## config.mk

```make
export PLATFORM = sky130hd
export DESIGN_NAME = ring_johnson_counter
export DESIGN_NICKNAME = d
export VERILOG_FILES = /design/src/rtl/ring_counter_pkg.sv /design/src/rtl/ring_state_check.sv /design/src/rtl/ring_johnson_counter.sv
export SDC_FILE = /design/constraint.sdc
export NUM_CORES = 1
export LEC_CHECK = 0
export ABC_CLOCK_PERIOD_IN_PS = 3240
export BUFFER_PORTS_ARGS = -buffer_cell sky130_fd_sc_hd__buf_2
export CAP_MARGIN = 10
export CORE_MARGIN = 2
export CORE_UTILIZATION = 45
export CTS_CLUSTER_DIAMETER = 200
export DETAILED_ROUTE_END_ITERATION = 8
export PLACE_DENSITY = 0.68
export SYNTH_ARGS = -nofsm -noshare
export SYNTH_HDL_FRONTEND = slang
export SYNTH_SLANG_ARGS = --single-unit
```

## constraint.sdc

```tcl
create_clock -name clk -period 3.24 [get_ports clk]
set_clock_uncertainty 0.1 [all_clocks]
set_input_delay 0 -clock clk [delete_from_list [all_inputs] [get_ports clk]]
set_output_delay 0 -clock clk [all_outputs]
set_load 0.01 [all_outputs]
```

## src/rtl/ring_counter_pkg.sv

```systemverilog
// Shared constants and seed helper for the ring/Johnson sequencer family.
// Seeds are returned at a fixed maximum width; callers truncate to their WIDTH.
package ring_counter_pkg;

    localparam logic MODE_RING    = 1'b0;
    localparam logic MODE_JOHNSON = 1'b1;
    localparam logic DIR_LEFT     = 1'b0;
    localparam logic DIR_RIGHT    = 1'b1;

    localparam int unsigned MAX_WIDTH = 64;

    // Ring seed is one-hot bit 0, Johnson seed is all zeros.
    function automatic logic [MAX_WIDTH-1:0] seed(input logic mode, input int unsigned width);
        seed = '0;
        if (mode == MODE_RING && width != 0) begin
            seed[0] = 1'b1;
        end
    endfunction

endpackage

```

## src/rtl/ring_state_check.sv

```systemverilog
// Combinational legality check for ring (one-hot) and Johnson (anchored run) states.
// Reusable by any sequencer that needs to recognise its legal state set.
module ring_state_check
    import ring_counter_pkg::*;
#(
    parameter int WIDTH = 4
) (
    input  logic [WIDTH-1:0] q,
    input  logic             mode,
    output logic             legal
);

    logic [WIDTH-1:0] q_inc;
    logic [WIDTH-1:0] q_inv;
    logic [WIDTH-1:0] q_inv_inc;
    logic             ring_ok;
    logic             johnson_ok;

    // NOTE: every variable gets a value on every path through always_comb, so no latch is inferred.
    always_comb begin
        q_inc      = q + WIDTH'(1);
        q_inv      = ~q;
        q_inv_inc  = q_inv + WIDTH'(1);
        // Sums are held in WIDTH-bit variables so the carry out of the top bit is dropped.
        ring_ok    = (q != '0) && ((q & (q - WIDTH'(1))) == '0);
        johnson_ok = ((q & q_inc) == '0) || ((q_inv & q_inv_inc) == '0);
        legal      = (mode == MODE_JOHNSON) ? johnson_ok : ring_ok;
    end

endmodule

```

## src/rtl/ring_johnson_counter.sv

```systemverilog
// WIDTH-bit ring / Johnson shift counter with load, direction, wrap pulse
// and self-correction of illegal states while stepping.
module ring_johnson_counter
    import ring_counter_pkg::*;
#(
    parameter int WIDTH = 4
) (
    input  logic             clk,
    input  logic             rst,
    input  logic             en,
    input  logic             dir,
    input  logic             mode,
    input  logic             load,
    input  logic [WIDTH-1:0] load_val,
    output logic [WIDTH-1:0] q,
    output logic             wrap,
    output logic             illegal
);

    logic [WIDTH-1:0] cnt_q, cnt_d;
    logic             mode_q, mode_d;
    logic             wrap_q, wrap_d;
    logic             illegal_q, illegal_d;

    logic [WIDTH-1:0] seed_in;
    logic [WIDTH-1:0] seed_cur;
    logic [WIDTH-1:0] stepped;
    logic             fb_left;
    logic             fb_right;
    logic             legal;

    ring_state_check #(
        .WIDTH (WIDTH)
    ) u_check (
        .q     (cnt_q),
        .mode  (mode_q),
        .legal (legal)
    );

    always_comb begin
        seed_in   = WIDTH'(seed(mode, WIDTH));
        seed_cur  = WIDTH'(seed(mode_q, WIDTH));
        // Johnson feeds back the inverted outgoing bit, ring feeds it back unchanged.
        fb_left   = (mode_q == MODE_JOHNSON) ? ~cnt_q[WIDTH-1] : cnt_q[WIDTH-1];
        fb_right  = (mode_q == MODE_JOHNSON) ? ~cnt_q[0]       : cnt_q[0];
        stepped   = (dir == DIR_LEFT) ? {cnt_q[WIDTH-2:0], fb_left}
                                      : {fb_right, cnt_q[WIDTH-1:1]};

        cnt_d     = cnt_q;
        mode_d    = mode_q;
        wrap_d    = 1'b0;
        illegal_d = 1'b0;

        if (load) begin
            cnt_d  = load_val;
            mode_d = mode;
        end else if (mode != mode_q) begin
            cnt_d  = seed_in;
            mode_d = mode;
        end else if (en) begin
            if (!legal) begin
                cnt_d     = seed_cur;
                illegal_d = 1'b1;
            end else begin
                cnt_d  = stepped;
                wrap_d = (stepped == seed_cur);
            end
        end
    end

    // NOTE: state registers use non-blocking assignments so every flop samples pre-edge values.
    always_ff @(posedge clk) begin
        if (rst) begin
            cnt_q     <= WIDTH'(seed(mode, WIDTH));
            mode_q    <= mode;
            wrap_q    <= 1'b0;
            illegal_q <= 1'b0;
        end else begin
            cnt_q     <= cnt_d;
            mode_q    <= mode_d;
            wrap_q    <= wrap_d;
            illegal_q <= illegal_d;
        end
    end

    assign q       = cnt_q;
    assign wrap    = wrap_q;
    assign illegal = illegal_q;

endmodule

```

==> reports/results.ini, run 1 <==
[pwr]
sw_frac_of_total_pct = 34.18
power.internal_mw = 0.1809
pwr-share-clk_pct = 31.1
p_seq_share_pct = 42.8
p_sw_mw = 0.09392
powerDensity_nw_per_um2 = 334.3
vdd_drop_max_v = 0.0002101
p_leak_nw = 0.3105
p_comb_share_pct = 26.1

[die]
die_w_um = 43.53
core_area_um2 = 1489
io_pins = 16
start_util_pct = 47.23
die_area_um2 = 1895
die_h_um = 43.53
rows = 14

[setup_path]
startpoint_type = flip-flop
crit_path_end_kind = flip-flop
path_class = flip-flop to flip-flop
rr_endpoint = q[3]$_SDFFE_PP0P_
critPathRequiredTime_ns = 3.35
reg2reg_from = q[0]$_DFFE_PP_
worstPathMaxFanout = 17
worstPathArrival_ns = 2.47
rrSetupSlack_ns = 0.88
worstRegToRegCells = 5

[clock_network]
numCtsBuffers = 3
clock_latency_ns = 0.26
cts.sinks = 7
clkSlewWorstSetupHoldPaths_ns = 0.05
cts_resized = 0
cts_max_level = 1
cts_tree = built
cts_buffer_depth = 2
clock_tree.root_cell = clkbuf_4

[grt]
grt_overflow = 0
grt_pass1_vias = 647
grt_first_pass_wirelength_mm = 2.815
grt_max_degree = 23
antenna_found_initial = 0
gr-usage-all-layers_pct = 20.07

[sta]
hold_ws_ns = 0.05032
setup_violations = 0
worst_pin_slew_ns = 0.6879
fin_ws_ns = 0.8757
setup-tns-final_ns = 0
fin_crit_sh_pct = 72.97
max_freq_ghz = 0.4230
min_period_ns = 2.364
slew_headroom_pct = 54.08
maxSlewViolCount = 0
hold_viol_final = 0
rsz0062_at_grt = false

[route]
drtAntennaViolNets = 0
wl_mm = 1.615
drtIter0Drc = 22
vias = 728
via_per_inst = 5.778
dr.pass1.iters = 4
wire_per_inst_um = 12.82
drc = 0

[place]
hpwlAfterDp_mm = 1.123
pre_cts_slack_ns = 1.318
io_buffers = 15
gp_routability_congestion = 0.8188

[synth]
ys_warn_count = 0
syn_nets = 104
syn_inst = 94
synthTopCellsByArea = dfxtp_1 (14%), edfxtp_1 (8.5%), nor4b_1 (6.2%)
yosysSeqAreaShare_pct = 22.78
ys_ff_latch = 7
yosys_most_used_dff = dfxtp_1
synthDistinctLibCells = 38
synth_top_area_cell = dfxtp_1
synth_top_area_share_pct = 14.23
avgSynthCellArea_um2 = 7.481
synth_area_um2 = 703.2
ys_async_sr_fraction_pct = 0
synth_edf_count = 2

[final_layout]
layout-drive-gt1-share_pct = 21.82
syn_to_final_growth_pct = 16.90
postLayoutCoreUtil_pct = 55.21
fin_nets = 121
antenna_cells = 0

[job]
drv_cap = 0

[min_path]
hold_class = primary input to flip-flop
holdPathStages = 4
min_to = q[2]$_SDFFE_PP0P_
hold_start = load

[status]
outcome = finished clean

==> layout make-up <==
type	count	area, µm²
clock buffer	4	26.28
multi-input combinational	74	465.4
inverter	4	15.01
fill	153	666.9
timing repair buffer	21	135.1
tap	16	20.02
sequential	7	160.2
==> metrics by stage <==
stage / total power [mW] / cell area (µm²) / std cells
after global placement: 0.1836 / 735.7 / 116
after detailed placement: 0.1848 / 735.7 / 116
after CTS: 0.2776 / 822.0 / 126
after floorplan: 0.1689 / 703.2 / 94
final: 0.2748 / 822.0 / 126
after global routing: 0.2931 / 822.0 / 126
==> cells by family (layout without fill, tap and decap cells) <==
logic type / count (synthesis) / count (layout) / synth area share (%)
AOI/OAI and AO/OA: 30 / 30 / 29.00
xor gates and xnor gates: 1 / 1 / 1.246
buffers and inverters: 13 / 29 / 11.03
DFF: 7 / 7 / 22.78
muxes: 3 / 3 / 4.271
and+or+nand+nor: 40 / 40 / 31.68
==> what timing repair did <==
action | CTS | global route
buffers inserted | 0 | 0
hold endpoints to repair | 6 | 0
hold buffers | 6 | 0
==> per-layer routing <==
metal | up-vias | part of all wire [%] | track usage, %
li1 | 379 | - | -
met1 | 325 | 46 | 25.83
met2 | 22 | 46 | 30.75
met3 | 2 | 6.1 | 6.250
met4 | 0 | 1.8 | 9.091
met5 | - | 0 | 0
==> registers in the layout, summed over array words and instances, names as in the netlist <==
name / flops
q: 4
illegal: 1
mode_q: 1
wrap: 1
==> power by group through the flow <==
| stage | Clock [mW] | Sequential (mW) | Combinational, mW |
|---|---|---|---|
| 6_report | 0.0854 | 0.118 | 0.0716 |
| 5_1_grt | 0.0928 | 0.120 | 0.0801 |
| 4_1_cts | 0.0889 | 0.117 | 0.0716 |
| 3_5_place_dp | 0 | 0.119 | 0.0659 |
| 3_3_place_gp | 0 | 0.119 | 0.0648 |
| 2_1_floorplan | 0 | 0.103 | 0.0655 |
==> cells in the final DEF, fill, tap and decap left out, drive strengths merged, types with 3 or more instances in the layout <==
cell / instances
buf: 15
a211oi: 4
mux2i: 3
nand2b: 4
a21oi: 8
inv: 4
clkbuf: 4
nor2: 7
dlygate4sd3: 6
o21ai: 9
nor4b: 5
dfxtp: 5
nand2: 10
==> how the worst max path moves through the flow <==
| stage | slack (ns) | cells after the start | start | endpoint |
|---|---|---|---|---|
| 2_1_floorplan | 1.56 | 5 | q[0]$_DFFE_PP_ | q[3]$_SDFFE_PP0P_ |
| 3_3_place_gp | 1.41 | 4 | mode_q$_DFFE_PP_ | illegal$_SDFF_PP0_ |
| 3_5_place_dp | 1.32 | 4 | mode_q$_DFFE_PP_ | illegal$_SDFF_PP0_ |
| 4_1_cts | 0.89 | 5 | q[0]$_DFFE_PP_ | q[3]$_SDFFE_PP0P_ |
| 5_1_grt | 0.76 | 5 | q[2]$_SDFFE_PP0P_ | q[3]$_SDFFE_PP0P_ |
| 6_report | 0.88 | 5 | q[0]$_DFFE_PP_ | q[3]$_SDFFE_PP0P_ |
==> synthesized netlist by cell type, types with 2 or more instances <==
| cell | instances |
|---|---|
| o22ai_1 | 2 |
| dfxtp_1 | 5 |
| o21ai_0 | 8 |
| clkbuf_8 | 2 |
| nor3_1 | 2 |
| inv_1 | 4 |
| buf_2 | 3 |
| mux2i_1 | 3 |
| clkbuf_1 | 2 |
| nand2_1 | 10 |
| nor2_1 | 7 |
| nor4b_1 | 5 |
| nor2b_1 | 2 |
| a21oi_1 | 8 |
| edfxtp_1 | 2 |
| nand2b_1 | 4 |
| a211oi_1 | 3 |
| nand3_1 | 2 |
==> worst max-delay path, stage by stage (launching register included) <==
cell and delay, ns:
edfxtp_1 0.62, or3b_1 0.45, or4_1 0.40, nand3_1 0.09, o31a_2 0.12, dlygate4sd3_1 0.53
Power figures use the tool's default switching activity.
==> run 2: changes to the inputs <==
--- a/config.mk
+++ b/config.mk
@@ -5,7 +5,7 @@
 export SDC_FILE = /design/constraint.sdc
 export NUM_CORES = 1
 export LEC_CHECK = 0
-export ABC_CLOCK_PERIOD_IN_PS = 3240
+export ABC_CLOCK_PERIOD_IN_PS = 2300
 export BUFFER_PORTS_ARGS = -buffer_cell sky130_fd_sc_hd__buf_2
 export CAP_MARGIN = 10
 export CORE_MARGIN = 2
==> constraint.sdc (replaced) <==
create_clock -name clk -period 2.3 [get_ports clk]
set_clock_uncertainty 0.1 [all_clocks]
set_input_delay 0 -clock clk [delete_from_list [all_inputs] [get_ports clk]]
set_output_delay 0 -clock clk [all_outputs]
set_load 0.01 [all_outputs]
==> reports/results.ini, run 2 (synthesis gave the netlist of run 1 again) <==
[clock_network]
cts_resized = 0  ; unchanged
cts_max_level = 1  ; unchanged
cts_buffer_depth = 2  ; unchanged
cts_tree = built
clock_tree.root_cell = clkbuf_4
cts.sinks = 7  ; unchanged
numCtsBuffers = 3  ; unchanged
clock_latency_ns = 0.26  ; about the same
clkSlewWorstSetupHoldPaths_ns = 0.06  ; about the same
postCtsSetupRepairBufs = 0  ; unchanged

[sta]
max_freq_ghz = 0.5320  ; +26%
min_period_ns = 1.880  ; -0.4847 ns
worst_pin_slew_ns = 0.7068  ; +0.01893 ns
slew_headroom_pct = 52.81  ; -1.3 points
setup-tns-final_ns = 0  ; unchanged
fin_crit_sh_pct = 81.72  ; +8.8 points
maxSlewViolCount = 0  ; unchanged
setup_violations = 0  ; unchanged
hold_viol_final = 0  ; unchanged
rsz0062_at_grt = false

[min_path]
hold_class = primary input to flip-flop

[grt]
grt_pass1_vias = 697  ; +7.7%
gr-usage-all-layers_pct = 20.53  ; +0.46 points
grt_overflow = 0  ; unchanged
antenna_found_initial = 0  ; unchanged
grt_max_degree = 23  ; unchanged
grt_first_pass_wirelength_mm = 2.891  ; +2.7%

[route]
drc = 0  ; unchanged
wire_per_inst_um = 13.51  ; +5.4%
drtAntennaViolNets = 0  ; unchanged
via_per_inst = 5.898  ; +2.1%
wl_mm = 1.729  ; +7.1%
drtIter0Drc = 19  ; -14%
dr.pass1.iters = 4  ; unchanged
vias = 755  ; +3.7%

[setup_path]
worstPathMaxFanout = 18  ; +1
critPathRequiredTime_ns = 2.36  ; -0.99 ns
startpoint_type = flip-flop
crit_path_end_kind = flip-flop
path_class = flip-flop to flip-flop
crit_path_start = mode_q$_DFFE_PP_
rrSetupSlack_ns = 0.42  ; -0.46 ns
reg2reg_from = mode_q$_DFFE_PP_
rr_endpoint = illegal$_SDFF_PP0_
worstRegToRegCells = 4  ; -1
worstPathArrival_ns = 1.94  ; -0.53 ns
crit_end = illegal$_SDFF_PP0_

[place]
gp_routability_congestion = 0.8626  ; +5.3%
placed_area_um2 = 750.7  ; +2.0%
hpwlAfterDp_mm = 1.110  ; -1.2%
io_buffers = 15  ; unchanged

[die]
io_pins = 16  ; unchanged
core_area_um2 = 1489  ; unchanged
rows = 14  ; unchanged
die_w_um = 43.53  ; unchanged
die_h_um = 43.53  ; unchanged
die_area_um2 = 1895  ; unchanged
start_util_pct = 47.23  ; unchanged

[final_layout]
ff_latch_area_um2 = 160.2  ; unchanged
layout_commonest_cell = buf_2
largest_reg_flops = 4  ; unchanged
syn_to_final_growth_pct = 19.04
fin_nets = 123  ; +1.7%
postLayoutCoreUtil_pct = 56.22  ; +1.0 points
design_area_um2 = 837.1  ; +1.8%
multi_input_area_um2 = 465.4  ; unchanged
final_cell_mix = buf_2 (15), nand2_1 (10), o21ai_0 (8), a21oi_1 (8), nor2_1 (7)
fill_cells = 154  ; +0.65%
antenna_cells = 0  ; unchanged
layout-drive-gt1-share_pct = 23.21  ; +1.4 points

[job]
drv_cap = 0  ; unchanged

[pwr]
vdd_drop_max_v = 0.0002407  ; +15%
powerDensity_nw_per_um2 = 466.3  ; +39%
p_leak_nw = 0.3184  ; +2.5%

[status]
outcome = finished clean

==> run 2: layer usage <==
metal	up-vias	GRT usage (%)	routed length (µm)
met5	-	0	0
met4	0	7.273	10
met1	350	24.16	789
met2	20	35.22	837
met3	2	6.250	91
li1	383	-	-
==> run 2: where the power goes <==
part           leakage [nW]  internal [mW]  switching [mW]
clock network        0.0150         0.0665          0.0503
logic                 0.242         0.0567          0.0575
registers            0.0616          0.135          0.0243
total                 0.318          0.258           0.132
==> run 2: worst max-delay path, cell delays in order (launching register included) <==
cell and delay [ns]:
edfxtp_1 0.61, or2_2 0.41, a211oi_2 0.33, nand2_1 0.14, a2111oi_2 0.20
==> run 2: through the flow <==
step	worst slack (ns)	hold WS, ns	power (mW)	cells
floorplan	0.6224	-0.001131	0.2379	94
global placement	0.4841	0.1006	0.2633	118
detailed placement	0.4578	0.1029	0.2648	118
CTS	0.4200	0.02778	0.3908	128
global route	0.2643	0.07623	0.4148	128
finish	0.4204	0.03700	0.3903	128
==> run 2: repair_timing <==
action                                  CTS  global route
endpoints found under the setup margin    0             0
hold buffers                              6             0
endpoints found under the hold margin     6             0
==> run 2: area by class of cell <==
| cell class | count | share of cell area [%] |
|---|---|---|
| flip-flops and latches | 7 | 19.13 |
| repair buffers | 23 | 17.94 |
| well taps | 16 | 2.392 |
| inverters | 4 | 1.794 |
| clock buffers | 4 | 3.139 |
| multi-input cells | 74 | 55.61 |
==> run 2: worst min-delay path by stage <==
stage	from	cells past startpoint	slack, ns	end
after global routing	load_val[0]	3	0.08	q[0]$_DFFE_PP_
after floorplan	mode	0	-0.001	mode_q$_DFFE_PP_
final	load_val[0]	3	0.04	q[0]$_DFFE_PP_
after CTS	load_val[0]	3	0.03	q[0]$_DFFE_PP_
after global placement	load_val[1]	3	0.10	q[1]$_SDFFE_PP0P_
after detailed placement	load_val[1]	3	0.10	q[1]$_SDFFE_PP0P_
==> run 3: changes to the inputs <==
--- a/config.mk
+++ b/config.mk
@@ -5,7 +5,7 @@
 export SDC_FILE = /design/constraint.sdc
 export NUM_CORES = 1
 export LEC_CHECK = 0
-export ABC_CLOCK_PERIOD_IN_PS = 2300
+export ABC_CLOCK_PERIOD_IN_PS = 1950
 export BUFFER_PORTS_ARGS = -buffer_cell sky130_fd_sc_hd__buf_2
 export CAP_MARGIN = 10
 export CORE_MARGIN = 2
==> constraint.sdc (replaced) <==
create_clock -name clk -period 1.95 [get_ports clk]
set_clock_uncertainty 0.1 [all_clocks]
set_input_delay 0 -clock clk [delete_from_list [all_inputs] [get_ports clk]]
set_output_delay 0 -clock clk [all_outputs]
set_load 0.01 [all_outputs]
==> reports/results.ini, run 3 (synthesis gave the netlist of run 1 again) <==
[route]
dr.pass1.iters = 5  ; +1
drtIter0Drc = 10  ; -9
drtAntennaViolNets = 0  ; unchanged
via_per_inst = 5.773  ; -2.1%
drc = 0  ; unchanged
wire_per_inst_um = 12.88  ; -4.7%
vias = 762  ; +0.93%
wl_mm = 1.700  ; -1.7%

[setup_path]
startpoint_type = flip-flop
critPathMaxStageDelay_ns = 0.54  ; -0.07 ns
crit_path_end_kind = flip-flop
path_class = flip-flop to flip-flop
crit_slowest_cell = edfxtp_1
critPathRequiredTime_ns = 2.07  ; -0.29 ns
rrSetupSlack_ns = 0.24  ; -0.18 ns
reg2reg_from = q[0]$_DFFE_PP_
crit_path_start = q[0]$_DFFE_PP_
crit_chain = or3b_1 > or4_1 > nand3_1 > o31a_2
worstPathArrival_ns = 1.83  ; -0.11 ns
worstPathMaxFanout = 10  ; -8

[final_layout]
largest_reg_flops = 4  ; unchanged
fill_cells = 133  ; -14%
syn_to_final_growth_pct = 23.49
layout-drive-gt1-share_pct = 26.72  ; +3.5 points
final_cell_mix = buf_2 (15), nand2_1 (10), o21ai_0 (8), a21oi_1 (8), nor2_1 (7)
fin_nets = 127  ; +3.3%
layout_commonest_cell = buf_2
antenna_cells = 0  ; unchanged

[sta]
slew_headroom_pct = 68.51  ; +16 points
hold_viol_final = 0  ; unchanged
worst_pin_slew_ns = 0.4718  ; -0.2351 ns
min_period_ns = 1.710  ; -0.1693 ns
max_freq_ghz = 0.5847  ; +9.9%
rsz0062_at_grt = false
fin_ws_ns = 0.2397  ; -0.1807 ns
setup_violations = 0  ; unchanged
maxSlewViolCount = 0  ; unchanged
setup-tns-final_ns = 0  ; unchanged
fin_crit_sh_pct = 87.71  ; +6.0 points

[grt]
gr-usage-all-layers_pct = 20.24  ; -0.29 points
antenna_found_initial = 0  ; unchanged
grt_pass1_vias = 668  ; -4.2%
grt_first_pass_wirelength_mm = 2.891  ; unchanged
grt_overflow = 0  ; unchanged
grt_max_degree = 18  ; -22%

[die]
start_util_pct = 47.23  ; unchanged
die_h_um = 43.53  ; unchanged
io_pins = 16  ; unchanged
rows = 14  ; unchanged
die_area_um2 = 1895  ; unchanged
die_w_um = 43.53  ; unchanged
core_area_um2 = 1489  ; unchanged

[min_path]
hold_class = primary input to flip-flop
hold_start = dir

[clock_network]
postCtsSetupRepairBufs = 0  ; unchanged
ctsHoldBuffers = 6  ; unchanged
cts_tree = built
cts.sinks = 7  ; unchanged
clock_latency_ns = 0.26  ; about the same
clock_tree.root_cell = clkbuf_4
clkSlewWorstSetupHoldPaths_ns = 0.07  ; about the same
cts_resized = 0  ; unchanged
cts_buffer_depth = 2  ; unchanged
cts_max_level = 1  ; unchanged
numCtsBuffers = 3  ; unchanged

[place]
pre_cts_slack_ns = 0.2678  ; -0.1900 ns
hpwlAfterDp_mm = 1.222  ; +10%
io_buffers = 15  ; unchanged
gp_routability_congestion = 0.8085  ; -6.3%

[status]
outcome = finished clean

[pwr]
p_leak_nw = 0.3417  ; +7.3%
p_total_mw = 0.4716  ; +21%
powerDensity_nw_per_um2 = 543.1  ; +16%
vdd_drop_max_v = 0.0003423  ; +42%

[job]
drv_cap = 0  ; unchanged

[run 3: changes by cell type in the layout (fill, tap and decap cells not counted), sizes merged]
cell / before / now
buf: 17 / 21
clkbuf: 4 / 3
clkinv: 0 / 1
[run 3: worst paths after layout]
check,cells past startpoint,to
max reg2reg,4,q[3]$_SDFFE_PP0P_
min reg2reg,2,q[2]$_SDFFE_PP0P_
min,3,wrap$_SDFF_PP0_
max,4,q[3]$_SDFFE_PP0P_
[run 3: routing by layer]
| layer | track usage [%] | up-vias | part of all wire (%) |
|---|---|---|---|
| li1 | - | 391 | - |
| met1 | 25.83 | 339 | 46 |
| met2 | 31.94 | 30 | 48 |
| met3 | 6.667 | 2 | 5.8 |
| met4 | 7.273 | 0 | 0.12 |
| met5 | 0 | - | 0 |
[run 3: where the power goes]
part	total [mW]	internal (mW)	switching, mW	leakage, nW
Sequential	0.178	0.159	0.0193	0.0616
Clock	0.145	0.0755	0.0695	0.0177
Combinational	0.148	0.0726	0.0757	0.262
Total	0.472	0.307	0.165	0.342
[run 3: metrics by stage]
step                      util, %  instances  hold slack, ns  area [µm²]
after floorplan                 -         94       -0.001131       703.2
after global placement      52.44        122          0.1077       780.7
after detailed placement    52.44        122          0.1072       780.7
after CTS                   58.32        132         0.06277       868.3
after global routing        58.32        132         0.05456       868.3
final                       58.32        132         0.07022       868.3
[run 3: critical path: cells and delay by family (launching register included)]
kind	cells	cell delay (ns)
AOI/OAI and AO/OA	1	0.12
DFF	1	0.54
and+or+nand+nor	3	0.91
[run 3: area by class of cell]
class | instances | area (µm²) | share of cell area (%)
Inverter | 4 | 15.01 | 1.729
Timing Repair Buffer | 27 | 180.2 | 20.75
Multi-Input combinational cell | 74 | 465.4 | 53.60
Clock buffer | 3 | 22.52 | 2.594
Clock inverter | 1 | 5.005 | 0.5764
Sequential cell | 7 | 160.2 | 18.44
Tap cell | 16 | 20.02 | 2.305
